$ cat config.mk
export PLATFORM = sky130hd
export DESIGN_NAME = rx_stream_merger_flat
export DESIGN_NICKNAME = d
export VERILOG_FILES = /design/src/rtl/rx_stream_merger_if.sv /design/src/rtl/rx_stream_merger.sv /design/src/flat_wrapper.sv
export SDC_FILE = /design/constraint.sdc
export NUM_CORES = 1
export LEC_CHECK = 0
export ABC_AREA = 1
export CORE_MARGIN = 4
export CORE_UTILIZATION = 25
export DETAILED_ROUTE_END_ITERATION = 8
export GPL_TIMING_DRIVEN = 1
export PLACE_DENSITY_LB_ADDON = 0.2
export RECOVER_POWER = 25
export SYNTH_ARGS = -nofsm -noshare
export SYNTH_HDL_FRONTEND = slang
export SYNTH_SLANG_ARGS = --single-unit
$ cat constraint.sdc
create_clock -name BUS_CLK -period 2.2 [get_ports BUS_CLK]
set_input_delay 0.44 -clock BUS_CLK [delete_from_list [all_inputs] [get_ports BUS_CLK]]
set_output_delay 0.44 -clock BUS_CLK [all_outputs]
set_load 0.005 [all_outputs]
$ cat src/rtl/rx_stream_merger_if.sv
// Handshake bundle between the FWFT input FIFOs, the round-robin merger and the
// shared downstream write port.
interface rx_stream_merger_if #(
    parameter int WIDTH = 4,
    parameter int DSIZE = 32
);
    logic [WIDTH-1:0]       IN_EMPTY;
    logic [WIDTH*DSIZE-1:0] IN_DATA;
    logic [WIDTH-1:0]       IN_READ;
    logic                   OUT_READY;
    logic                   OUT_WRITE;
    logic [DSIZE-1:0]       OUT_DATA;
    logic [2:0]             GRANT_ID;
    logic                   BUSY;

    modport master (
        output IN_EMPTY, IN_DATA, OUT_READY,
        input  IN_READ, OUT_WRITE, OUT_DATA, GRANT_ID, BUSY
    );

    modport slave (
        input  IN_EMPTY, IN_DATA, OUT_READY,
        output IN_READ, OUT_WRITE, OUT_DATA, GRANT_ID, BUSY
    );
endinterface

$ cat src/rtl/rx_stream_merger.sv
// Round-robin merger of up to WIDTH FWFT FIFOs into one write stream, with at
// most MAX_BURST words per grant before the grant rotates.
module rx_stream_merger #(
    parameter int WIDTH     = 4,
    parameter int DSIZE     = 32,
    parameter int MAX_BURST = 16
) (
    input  logic               BUS_CLK,
    input  logic               BUS_RST,
    rx_stream_merger_if.slave  bus
);
    // state | meaning
    // ARB   | dead cycle: pick next non-empty channel after the last grant
    // GRANT | stream words from the granted channel until empty or burst done
    typedef enum logic {ARB, GRANT} state_t;

    localparam int CW = $clog2(MAX_BURST) + 1;

    state_t           r_state;
    logic [2:0]       r_grant;
    logic [CW-1:0]    r_cnt;

    logic             w_found;
    logic [2:0]       w_pick;
    logic             w_sel_empty;
    logic [DSIZE-1:0] w_sel_data;
    logic             w_xfer;
    logic [WIDTH-1:0] w_read;

    // Scan last+1, last+2, ... so the most recent grant gets the lowest priority.
    always_comb begin
        w_found = 1'b0;
        w_pick  = r_grant;
        for (int k = 1; k <= WIDTH; k++) begin
            for (int i = 0; i < WIDTH; i++) begin
                if (!w_found && (i == (int'(r_grant) + k) % WIDTH) && !bus.IN_EMPTY[i]) begin
                    w_found = 1'b1;
                    w_pick  = 3'(i);
                end
            end
        end
    end

    always_comb begin
        w_sel_empty = 1'b1;
        w_sel_data  = '0;
        for (int i = 0; i < WIDTH; i++) begin
            if (r_grant == 3'(i)) begin
                w_sel_empty = bus.IN_EMPTY[i];
                w_sel_data  = bus.IN_DATA[i*DSIZE +: DSIZE];
            end
        end
    end

    assign w_xfer = (r_state == GRANT) && !w_sel_empty && bus.OUT_READY;

    always_comb begin
        w_read = '0;
        for (int i = 0; i < WIDTH; i++) begin
            w_read[i] = w_xfer && (r_grant == 3'(i));
        end
    end

    always_ff @(posedge BUS_CLK or posedge BUS_RST) begin
        if (BUS_RST) begin
            r_state <= ARB;
            r_grant <= 3'(WIDTH - 1);
            r_cnt   <= '0;
        end else begin
            case (r_state)
                ARB: begin
                    if (w_found) begin
                        r_grant <= w_pick;
                        r_cnt   <= '0;
                        r_state <= GRANT;
                    end
                end
                GRANT: begin
                    if (w_xfer) begin
                        r_cnt <= r_cnt + CW'(1);
                    end
                    if (w_sel_empty || (w_xfer && (r_cnt == CW'(MAX_BURST - 1)))) begin
                        r_state <= ARB;
                    end
                end
                default: r_state <= ARB;
            endcase
        end
    end

    assign bus.IN_READ   = w_read;
    assign bus.OUT_WRITE = w_xfer;
    assign bus.OUT_DATA  = w_sel_data;
    assign bus.GRANT_ID  = r_grant;
    assign bus.BUSY      = (r_state == GRANT);
endmodule

$ cat src/flat_wrapper.sv
// flat-port wrapper written by rule: the top's interface ports become plain ports
module rx_stream_merger_flat 
#(
    parameter int WIDTH     = 4,
    parameter int DSIZE     = 32,
    parameter int MAX_BURST = 16
)
  (BUS_CLK, BUS_RST, bus_IN_EMPTY, bus_IN_DATA, bus_OUT_READY, bus_IN_READ, bus_OUT_WRITE, bus_OUT_DATA, bus_GRANT_ID, bus_BUSY);
  rx_stream_merger_if #(.WIDTH(WIDTH), .DSIZE(DSIZE)) bus_i ();
  input  logic BUS_CLK;
  input  logic BUS_RST;
  input wire logic [$bits(bus_i.IN_EMPTY)-1:0] bus_IN_EMPTY;
  input wire logic [$bits(bus_i.IN_DATA)-1:0] bus_IN_DATA;
  input wire logic [$bits(bus_i.OUT_READY)-1:0] bus_OUT_READY;
  output wire logic [$bits(bus_i.IN_READ)-1:0] bus_IN_READ;
  output wire logic [$bits(bus_i.OUT_WRITE)-1:0] bus_OUT_WRITE;
  output wire logic [$bits(bus_i.OUT_DATA)-1:0] bus_OUT_DATA;
  output wire logic [$bits(bus_i.GRANT_ID)-1:0] bus_GRANT_ID;
  output wire logic [$bits(bus_i.BUSY)-1:0] bus_BUSY;
  assign bus_i.IN_EMPTY = bus_IN_EMPTY;
  assign bus_i.IN_DATA = bus_IN_DATA;
  assign bus_i.OUT_READY = bus_OUT_READY;
  assign bus_IN_READ = bus_i.IN_READ;
  assign bus_OUT_WRITE = bus_i.OUT_WRITE;
  assign bus_OUT_DATA = bus_i.OUT_DATA;
  assign bus_GRANT_ID = bus_i.GRANT_ID;
  assign bus_BUSY = bus_i.BUSY;
  rx_stream_merger #(.WIDTH(WIDTH), .DSIZE(DSIZE), .MAX_BURST(MAX_BURST)) u_core (.BUS_CLK(BUS_CLK), .BUS_RST(BUS_RST), .bus(bus_i));
endmodule
# Yosys cells after proc, flatten, opt, wreduce, memory -nomap -nowiden
# Cells that the tools add are included.
dict set report word_totals {
  in_bits 135
  elab_cells 148
  out_inout_bits 41
  reg_bits 9
}
dict set report op_classes {
  bitwise 5
  muxes 46
  reduce_logical 71
  eq_ne 18
  n_addsub 5
}
# cell n
set ops {}
lappend ops {{zero test 32 bit} 4}
lappend ops {{two-way mux 32 bit} 4}
lappend ops {{two-way mux 3 bit} 16}
lappend ops {{logical AND 1 bit} 38}
lappend ops {{== test 3 bit, first input constant} 8}
lappend ops {{two-way mux 1 bit} 22}
lappend ops {{zero test 1 bit} 20}
lappend ops {{nonzero test 16 bit} 1}
lappend ops {{== test 2 x 3 -> 1 bit, first input constant} 4}
lappend ops {{two-way mux 5 bit} 2}
lappend ops {{one-hot mux 5 bit (2 select lines)} 1}
lappend ops {{OR reduction 2 bit} 4}
lappend ops {{== test 3 x 2 -> 1 bit, second input constant} 2}
lappend ops {{adder 5 x 1 -> 5 bit, second input constant} 1}
lappend ops {{== test 5 x 4 -> 1 bit, second input constant} 1}
lappend ops {{adder 2 x 1 -> 2 bit, second input constant} 2}
lappend ops {{adder 2 bit, second input constant} 2}
lappend ops {{AND 1 bit, first input constant} 4}
lappend ops {{== test 3 x 1 -> 1 bit, second input constant} 1}
lappend ops {{zero test 3 bit} 1}
lappend ops {{AND reduction 3 bit} 1}
lappend ops {{!= test 2 x 1 -> 1 bit, second input constant} 1}
lappend ops {{!= test 2 bit, second input constant} 1}
lappend ops {{one-hot mux 1 bit (2 select lines)} 1}
lappend ops {{other kinds (3)} 3}

# Depth between registers and ports, before layout
# Gate-level depths: netlist of run 1.
dict set report logic_depth {
  word_depth 68
  mapped_depth 14
  ltp_nobuf 13
}

# Least setup slack after synthesis of run 1
# OpenSTA, ideal clock, no wires.
dict set report synth_timing {
  kind {reg-to-output}
  start {register u_core.r_grant[0], in the netlist u_core.bus.GRANT_ID[0]}
  end {output port bus_IN_READ[0]}
  slack_ns 0.177
  path_buffers 0
  required_time_ns 1.760
  arrival_time_ns 1.583
  stages_incl_launch_ff 11
  cell_sequence {dfstp_2 inv_4 nor2_4 inv_2 o22ai_1 inv_1 o211ai_1 nand2_1 nor2_2 inv_2 nor2_1}
}
dict set report synth_between {
  elab_chain_len 9
  elab_cells_between_ends 12
  cone_classes {eq/ne (3); mux (4); reduce/logical (5)}
}
# element line_no
set synth_lines {}
lappend synth_lines {{from (decl)} rx_stream_merger.sv:20} ;# logic [2:0] r_grant;
lappend synth_lines {{from (signal assigned)} rx_stream_merger.sv:67} ;# r_grant <= 3'(WIDTH - 1);
lappend synth_lines {{from (signal assigned)} rx_stream_merger.sv:73} ;# r_grant <= w_pick;
lappend synth_lines {{zero test 3 bit} rx_stream_merger.sv:48} ;# if (r_grant == 3'(i)) begin
lappend synth_lines {{two-way mux 1 bit (3 in series)} rx_stream_merger.sv:48}
lappend synth_lines {{two-way mux 1 bit *} rx_stream_merger.sv:48}
lappend synth_lines {{zero test 1 bit *} rx_stream_merger.sv:55} ;# assign w_xfer = (r_state == GRANT) && !w_sel_empty && bus.OUT_READY;
lappend synth_lines {{logical AND 1 bit * (2 in series)} rx_stream_merger.sv:55}
lappend synth_lines {{via bus_OUT_WRITE} flat_wrapper.sv:16} ;# output wire logic [$bits(bus_i.OUT_WRITE)-1:0] bus_OUT_WRITE;
lappend synth_lines {{logical AND 1 bit *} rx_stream_merger.sv:60} ;# w_read[i] = w_xfer && (r_grant == 3'(i));
lappend synth_lines {{to (decl)} flat_wrapper.sv:15} ;# output wire logic [$bits(bus_i.IN_READ)-1:0] bus_IN_READ;
# Mark *: on every way through the listed nets, which the timed path passes. The rest lies on a longest branch.

# Worst setup path after layout of run 1
dict set report layout_timing {
  start {register u_core.r_grant[0], in the netlist u_core.bus.GRANT_ID[0]}
  end {register u_core.r_cnt[4]}
}
dict set report layout_between {
  elab_chain_len 68
  elab_cells_between_ends 104
  cone_classes {add/sub (4); eq/ne (17); mux (20); bitwise (4); reduce/logical (59)}
}
# element line_no
set layout_lines {}
lappend layout_lines {{adder 2 x 1 -> 2 bit} rx_stream_merger.sv:36} ;# if (!w_found && (i == (int'(r_grant) + k) % WIDTH) && !bus.IN_EMPTY[i]) begin
lappend layout_lines {{OR reduction 2 bit (no source line)} -}
lappend layout_lines {{AND 1 bit (no source line)} -}
lappend layout_lines {{zero test 32 bit} rx_stream_merger.sv:36}
lappend layout_lines {{logical AND 1 bit} rx_stream_merger.sv:36}
lappend layout_lines {{two-way mux 1 bit} rx_stream_merger.sv:36}
lappend layout_lines {{zero test 1 bit} rx_stream_merger.sv:36}
lappend layout_lines {{logical AND 1 bit (2 in series)} rx_stream_merger.sv:36}
lappend layout_lines {{[49 not listed]} -}
lappend layout_lines {{zero test 1 bit} rx_stream_merger.sv:36}
lappend layout_lines {{logical AND 1 bit (2 in series)} rx_stream_merger.sv:36}
lappend layout_lines {{two-way mux 1 bit} rx_stream_merger.sv:36}
lappend layout_lines {{zero test 1 bit} rx_stream_merger.sv:36}
lappend layout_lines {{logical AND 1 bit (2 in series)} rx_stream_merger.sv:36}
lappend layout_lines {{two-way mux 1 bit} rx_stream_merger.sv:36}
lappend layout_lines {{!= test 2 x 1 -> 1 bit (no source line)} -}
lappend layout_lines {{AND reduction 2 bit (no source line) *} -}
lappend layout_lines {{to (signal assigned)} rx_stream_merger.sv:80} ;# r_cnt <= r_cnt + CW'(1);
lappend layout_lines {{to (decl)} rx_stream_merger.sv:21} ;# logic [CW-1:0] r_cnt;
# Mark *: on every way between the ends. The rest lies on a longest branch, timed or not.
# A chain may end at the register's enable or synchronous reset.

==> results.md, run 1 <==
- Vias in the first global route: 2835
- Max-cap check violation count: 0
- Net Sw Frac: 47.4%
- Design area: 3850 um^2
- Die Y: approximately 86 um
- Num CTS Buffers: 3
- Most frequent cell after synthesis: nand2_1
- Max VDD drop: 0.00106 V
- Global-route wire length before repair: approximately 14000 um
- Via/cell ratio: 4.81
- Clock Power Share: 4.3%
- Sw power: between 1.5 and 2 mW
- Total Wirelength: 9640 um
- # DRC: 0
- Starting DRT DRC Count: 122
- Clk sinks: 8
- CP most frequent cell: buf_4
- Fill count: 480
- RSZ-0062 raised after global routing: true
- Starting Density: 26.5%
- Syn Std Cell Area: 1500 um^2
- Hold Path Class: register to register
- Number of H-tree levels: 1
- Clock Latency Late Sink: 0.23 ns
- Simple-Gate Fraction of Synth Area: 71.3%
- Layout area overhead: 156%
- Hold Crit Start: u_core.r_cnt[4]$_DFFE_PP0P_
- Grt ovf: 0
- Reg2reg start: u_core.bus.GRANT_ID[0]$_DFFE_PP1P_
- Die W: 85.6 um
- Netlist cell types: 31
- Largest net degree at the start of global routing: 35
- Hold_buf cts: 0
- Minimum clock period: 2.39 ns
- Status: finished, violations left
- Synth Area in Compound Gates: 2.50%
- RePlAce Congestion: 0.912
- CTS tree: yes
- CTS max path bufs: 2
- Seq pwr share: under 10%
- Syn Nets: between 400 and 500
- Commonest cells in the netlist: nand2_1, nand4_1, inv_1, nor2_1
- Main area contributors after synthesis: nand2_1, nand4_1, dfrtp_1, inv_1, nand3_1
- Asr flop ratio synth: 100%
- Post-route ant nets: 0
- Initial antenna violation count: 0
- Failing checks: negative setup slack
- Internal power: around 2.2 mW
- Adder-Cell Fraction of Synth Area: between 1.5 and 2%
- Core area: 5680 um^2
- Clock Tree Root: clkbuf_8
- First-pass DRT Iterations: 5
- Fmax: 418 MHz
- Ports: about 180
- Slowest cell on crit path: dfstp_2
- Share of cells above drive strength 1: 27.4%
- Setup ws final: -0.195 ns
- Final period util: 109%
- Most used DFF post-synth: dfrtp_1
- Cell accounting for the most synthesized area: nand2_1
- Final net count: 650
- DP Area: 3570 um^2
- Critical path class: register to register
- Syn_area_per_cell: 5.26 um^2
- Tot GR Track Use: 23.3%
- IO buf count: 174
- EDFF count, synth: 0
- Startpoint Class: register
- Setup_tns: -2.70 ns
- Critical path origin: u_core.bus.GRANT_ID[0]$_DFFE_PP1P_
- Comb power frac: 89.1%
- Warnings from Yosys: 0
- Die Area: approximately 7300 um^2
- FF+latch count, synth: 8
- Post-DP HPWL: 7130 um
- Drt wl/cell: 16.5 um
- CP arrival: 2.51 ns
- Num rows: 27
- Worst Path Required: 2.32 ns
- Synthesized instance count: 286
- Worst-path clk slew: approximately 0.05 ns
- Post-Synth XOR/XNOR Area: 1.16%
- # setup viols final: 24
- Pwr dens: 1090 nW/um^2
- Mux contribution to synthesized area: 0%
- Max-slew violations: 0
- Worst-path fanout max: 7
- Sequential-to-total area share from yosys stat: 13.5%
- Ant. Diodes: 0
- Yosys top cell area share: 37.7%
- Leakage dissipation: 1.75 nW
- Hold Vio Cnt, Final: 0
- Kind of end point of the critical path: register
- Crit-path cells: inv_4 -> nor2_4 -> inv_2 -> o22ai_2 -> inv_1 -> buf_4 -> buf_4 -> buf_4 -> buf_4 -> buf_4 -> buf_4 -> buf_6 -> nand4_4 -> nand2_4 -> buf_4 -> nand3_2 -> nand2_1
- Largest family of logic cells by synthesized area: simple AND/OR/NAND/NOR gates
- Via Count: 2802
- Max incr delay on CP: 0.59 ns
- Clock skew: approximately 0.0045 ns
## power by group through the flow
stage               Clock (mW)  Combinational (mW)  Sequential [mW]
floorplan                    0                1.41            0.264
finish                   0.181                3.72            0.275
global placement             0                3.28            0.259
global route             0.189                4.02            0.279
CTS                      0.183                3.52            0.266
detailed placement           0                3.32            0.264
## critical path: cells and delay by family, from the launching register on
kind            cells  cell delay, ns
flops               1            0.59
buf+inv            11            1.20
simple gates        5            0.42
compound gates      1            0.08
## cells in the final DEF, fill, tap and decap left out, types with 2 or more instances in the layout
cell type        Yosys  final
a21oi_2              0      2
buf_12               0      4
buf_2                0     16
buf_4                1     46
buf_6                1     11
clkbuf_2             0     18
clkbuf_8             0      3
clkdlybuf4s50_1      0    133
dfrtp_1              6      6
dfstp_2              2      2
dlygate4sd2_1        0      5
ha_1                 2      2
inv_1               17     14
inv_4                1      4
nand2_1            151    147
nand2_2              2      6
nand3_1             12      6
nand3_2              1      7
nand4_1             37     37
nand4_4              1      2
nor2_1              16     11
nor2_2               1      3
nor2_4               5      8
xor2_1               2      2
## worst paths after layout
check                      cells past startpoint                            endpoint  slack, ns
hold reg to reg                                2         u_core.r_cnt[4]$_DFFE_PP0P_       0.53
setup / recovery                              17         u_core.r_cnt[4]$_DFFE_PP0P_      -0.19
min in group asynchronous                      2         u_core.r_cnt[2]$_DFFE_PP0P_       0.61
hold / removal                                 2         u_core.r_cnt[4]$_DFFE_PP0P_       0.53
setup reg to reg                              17         u_core.r_cnt[4]$_DFFE_PP0P_      -0.19
max in group asynchronous                      2  u_core.bus.GRANT_ID[0]$_DFFE_PP1P_       1.29
## sequential cells by signal, summed over array words and instances (netlist names)
name,flops
u_core.bus.BUSY,1
u_core.bus.GRANT_ID,2
u_core.r_cnt,5
## per-stage QoR
step	utilization [%]	worst slack, ns	hold slack (ns)	power, mW	cells
finish	67.8	-0.195	0.534	4.18	583
global route	67.8	-0.279	0.577	4.49	583
CTS	66.9	-0.143	0.483	3.97	572
detailed placement	62.9	-0.406	0.509	3.58	551
global placement	62.9	-0.377	0.502	3.54	551
floorplan	-	0.177	0.254	1.67	286
## logic make-up after synthesis
logic type | Yosys count
AND/OR/NAND/NOR | 232
buffers and inverters | 35
flip-flops | 8
AO/OA/AOI/OAI | 6
XOR/XNOR | 2
adder cells (fa/ha/maj) | 2
other | 1
## cell type report
class | count | area [um^2] | share of cell area, %
Timing Repair Buffer | 236 | 2150 | 55.9
Multi-Input combinational cell | 243 | 1260 | 32.8
Sequential cell | 8 | 203 | 5.26
Inverter | 21 | 100 | 2.60
Tap cell | 72 | 90.1 | 2.34
Clock buffer | 3 | 41.3 | 1.07
## timing repair
item	4_1_cts	5_1_grt
gates resized for setup	136	37
setup buffers	24	12
gates cloned	1	0
pin swaps	14	13
endpoints found under the setup margin	44	43
## per-layer routing
layer	vias to the layer above	global-route usage (%)	share of wire (%)
li1	1381	-	-
met1	1247	24.6	36
met2	156	45.3	55
met3	18	5.48	7.3
met4	0	6.76	2.3
met5	-	0	0
(Power assumes the default switching activity.)
==> inputs of run 2 (changes only) <==
CTS_CLUSTER_DIAMETER = 60   (was default)
==> results of run 2 <==
Same layout as run 1: the final DEF is identical, and so are final timing and power.
==> inputs of run 3 (changes only) <==
PLACE_DENSITY = 0.76   (was default)
PLACE_DENSITY_LB_ADDON = default   (was 0.2)
==> run 3 against run 2 <==
Against the previous run: the run still ends with negative setup slack left; first-iteration DRC count is 1.6% lower; power decreased by 3.9%; core utilization down 0.95 points; worst setup slack gained 0.081 ns; design area down 1.4%; critical path depth fell by 5; global-route usage decreased by 0.36 points; clock power increased by 3%; critical endpoint is now bus_IN_READ[0]; highest routed layer unchanged.
==> results.md, run 3 (synthesized netlist as in run 1, its figures left out) <==
- Worst-path clk slew: 0.05 ns (about the same)
- CTS tree: yes
- Tot GR Track Use: 23.0% (-0.36 points)
- Die W: 85.6 um (unchanged)
- First-pass DRT Iterations: 4 (-1)
- DP Cell Count: 549 (-0.36%)
- RePlAce Congestion: 0.900 (-1.3%)
- Core area: 5680 um^2 (unchanged)
- CTS max path bufs: 2 (unchanged)
- Ports: 176 (unchanged)
- Vias in the first global route: 2835 (unchanged)
- Ant. Diodes: 0 (unchanged)
- Worst-path fanout max: 5 (-2)
- Hold_buf cts: 0 (unchanged)
- Post-DP HPWL: 6870 um (-3.7%)
- Initial antenna violation count: 0 (unchanged)
- Hold path cells: 2 (unchanged)
- Die Y: 85.6 um (unchanged)
- Die Area: 7320 um^2 (unchanged)
- Minimum clock period: 2.31 ns (-0.0812 ns)
- Clock Latency Late Sink: 0.23 ns (about the same)
- Final net count: 646 (-0.62%)
- Worst R2R End: u_core.bus.BUSY$_DFF_PP0_
- WHS: 0.508 ns (-0.0263 ns)
- Power, Total: 4.02 mW (-3.9%)
- Max VDD drop: 0.00130 V (+23%)
- Worst Path Required: 1.76 ns (-0.56 ns)
- WHS Endpoint: u_core.r_cnt[4]$_DFFE_PP0P_
- IO buf count: 174 (unchanged)
- Global-route wire length before repair: 13600 um (about the same)
- Kind of end point of the critical path: output port
- Fmax: 432 MHz (+3.5%)
- # setup viols final: 5 (-79%)
- Most common cell after layout, fill and taps aside: nand2_1
- Via/cell ratio: 4.66 (-3.0%)
- Most frequent cells in the layout: nand2_1, clkdlybuf4s50_1, buf_4, nand4_1, clkbuf_2
- DP Area: 3530 um^2 (-1.1%)
- Post-route ant nets: 0 (unchanged)
- Failing checks: negative setup slack
- Share of cells above drive strength 1: 26.6% (-0.82 points)
- Top reg by flops: u_core.r_cnt
- Num rows: 27 (unchanged)
- Design area: 3800 um^2 (-1.4%)
- Hold Path Class: register to register
- Drt wl/cell: 15.8 um (-4.2%)
- Setup ws final: -0.114 ns (+0.0812 ns)
- Number of H-tree levels: 1 (unchanged)
- R2r setup slk: 0.02 ns (+0.21 ns)
- Final period util: 105% (-3.7 points)
- Clock skew: 0.0123 ns (+0.00782 ns)
- Num CTS Buffers: 3 (unchanged)
- Critical path class: register to output port
- Starting Density: 26.5% (unchanged)
- Worst reg2reg path depth: 14 (-3)
- Final non-filler cell total: 580 (-0.51%)
- Startpoint Class: register
- Largest net degree at the start of global routing: 35 (unchanged)
- Grt ovf: 0 (unchanged)
- Hold Vio Cnt, Final: 0 (unchanged)
- Starting DRT DRC Count: 120 (-1.6%)
- Hold Crit Start: u_core.r_cnt[4]$_DFFE_PP0P_
- Max-cap check violation count: 0 (unchanged)
- Pwr dens: 1060 nW/um^2 (-2.5%)
- RSZ-0062 raised after global routing: true
- Leakage dissipation: 1.74 nW (-1.0%)
- Max reg flops: 5 (unchanged)
- Total Wirelength: 9180 um (-4.7%)
- Clk sinks: 8 (unchanged)
- CP arrival: 1.87 ns (-0.64 ns)
- Reg2reg start: u_core.bus.GRANT_ID[0]$_DFFE_PP1P_
- Clock Tree Root: clkbuf_8
- Max-slew violations: 0 (unchanged)
- Via Count: 2705 (-3.5%)
- # DRC: 0 (unchanged)
- Layout area overhead: 152%
- Status: finished, violations left
- Setup_tns: -0.503 ns (+2.20 ns)
## run 3: worst max-delay path by stage
stage                                                   from              to  slack [ns]  depth (start not counted)
after CTS                 u_core.bus.GRANT_ID[0]$_DFFE_PP1P_  bus_IN_READ[3]       -0.10                         12
after global routing      u_core.bus.GRANT_ID[0]$_DFFE_PP1P_  bus_IN_READ[3]       -0.21                         12
after detailed placement                     bus_IN_EMPTY[3]  bus_IN_READ[3]       -0.36                          9
after global placement                       bus_IN_EMPTY[2]  bus_IN_READ[2]       -0.34                          9
final                     u_core.bus.GRANT_ID[0]$_DFFE_PP1P_  bus_IN_READ[0]       -0.11                         12
after floorplan           u_core.bus.GRANT_ID[0]$_DFFE_PP1P_  bus_IN_READ[0]        0.18                         10
## run 3: metrics by stage
| step | worst slack (ns) | utilization (%) |
|---|---|---|
| floorplan | 0.177 | - |
| finish | -0.114 | 66.9 |
| global route | -0.214 | 66.9 |
| CTS | -0.102 | 66.3 |
| global placement | -0.337 | 62.2 |
| detailed placement | -0.364 | 62.2 |
## run 3: repair_timing
item,4_1_cts,5_1_grt
setup buffers,18,13
gates resized for setup,102,64
pin swaps,11,17
cloned,1,0
setup endpoints to repair,38,45
## run 3: cell type report
class,instances,area (um^2)
Timing Repair Buffer,232,2090
Tap cell,72,90.1
Fill cell,500,1880
Inverter,21,88.8
Clock buffer,4,45.0
Sequential cell,8,203
Multi-Input combinational cell,243,1280
## run 3: metal layers
| layer | part of all wire (%) | track usage [%] |
|---|---|---|
| met5 | 0 | 0 |
| met4 | 1.7 | 5.90 |
| met3 | 8.1 | 5.48 |
| met2 | 56 | 45.3 |
| met1 | 34 | 23.9 |
## run 3: worst max-delay path, cell delays in order (launching register included)
cell and delay [ns]:
dfstp_2 0.57, inv_4 0.05, nor2_4 0.10, inv_2 0.06, o22ai_2 0.12, inv_1 0.07, o211ai_1 0.09, nand2_1 0.13
nor2_4 0.12, buf_6 0.11, inv_6 0.05, nor2_4 0.07, buf_2 0.11
## run 3: report_power, final
| part | internal [mW] | leakage, nW | switching, mW |
|---|---|---|---|
| clock | 0.126 | 0.0228 | 0.0607 |
| sequential | 0.212 | 0.101 | 0.0588 |
| combinational | 1.77 | 1.61 | 1.79 |
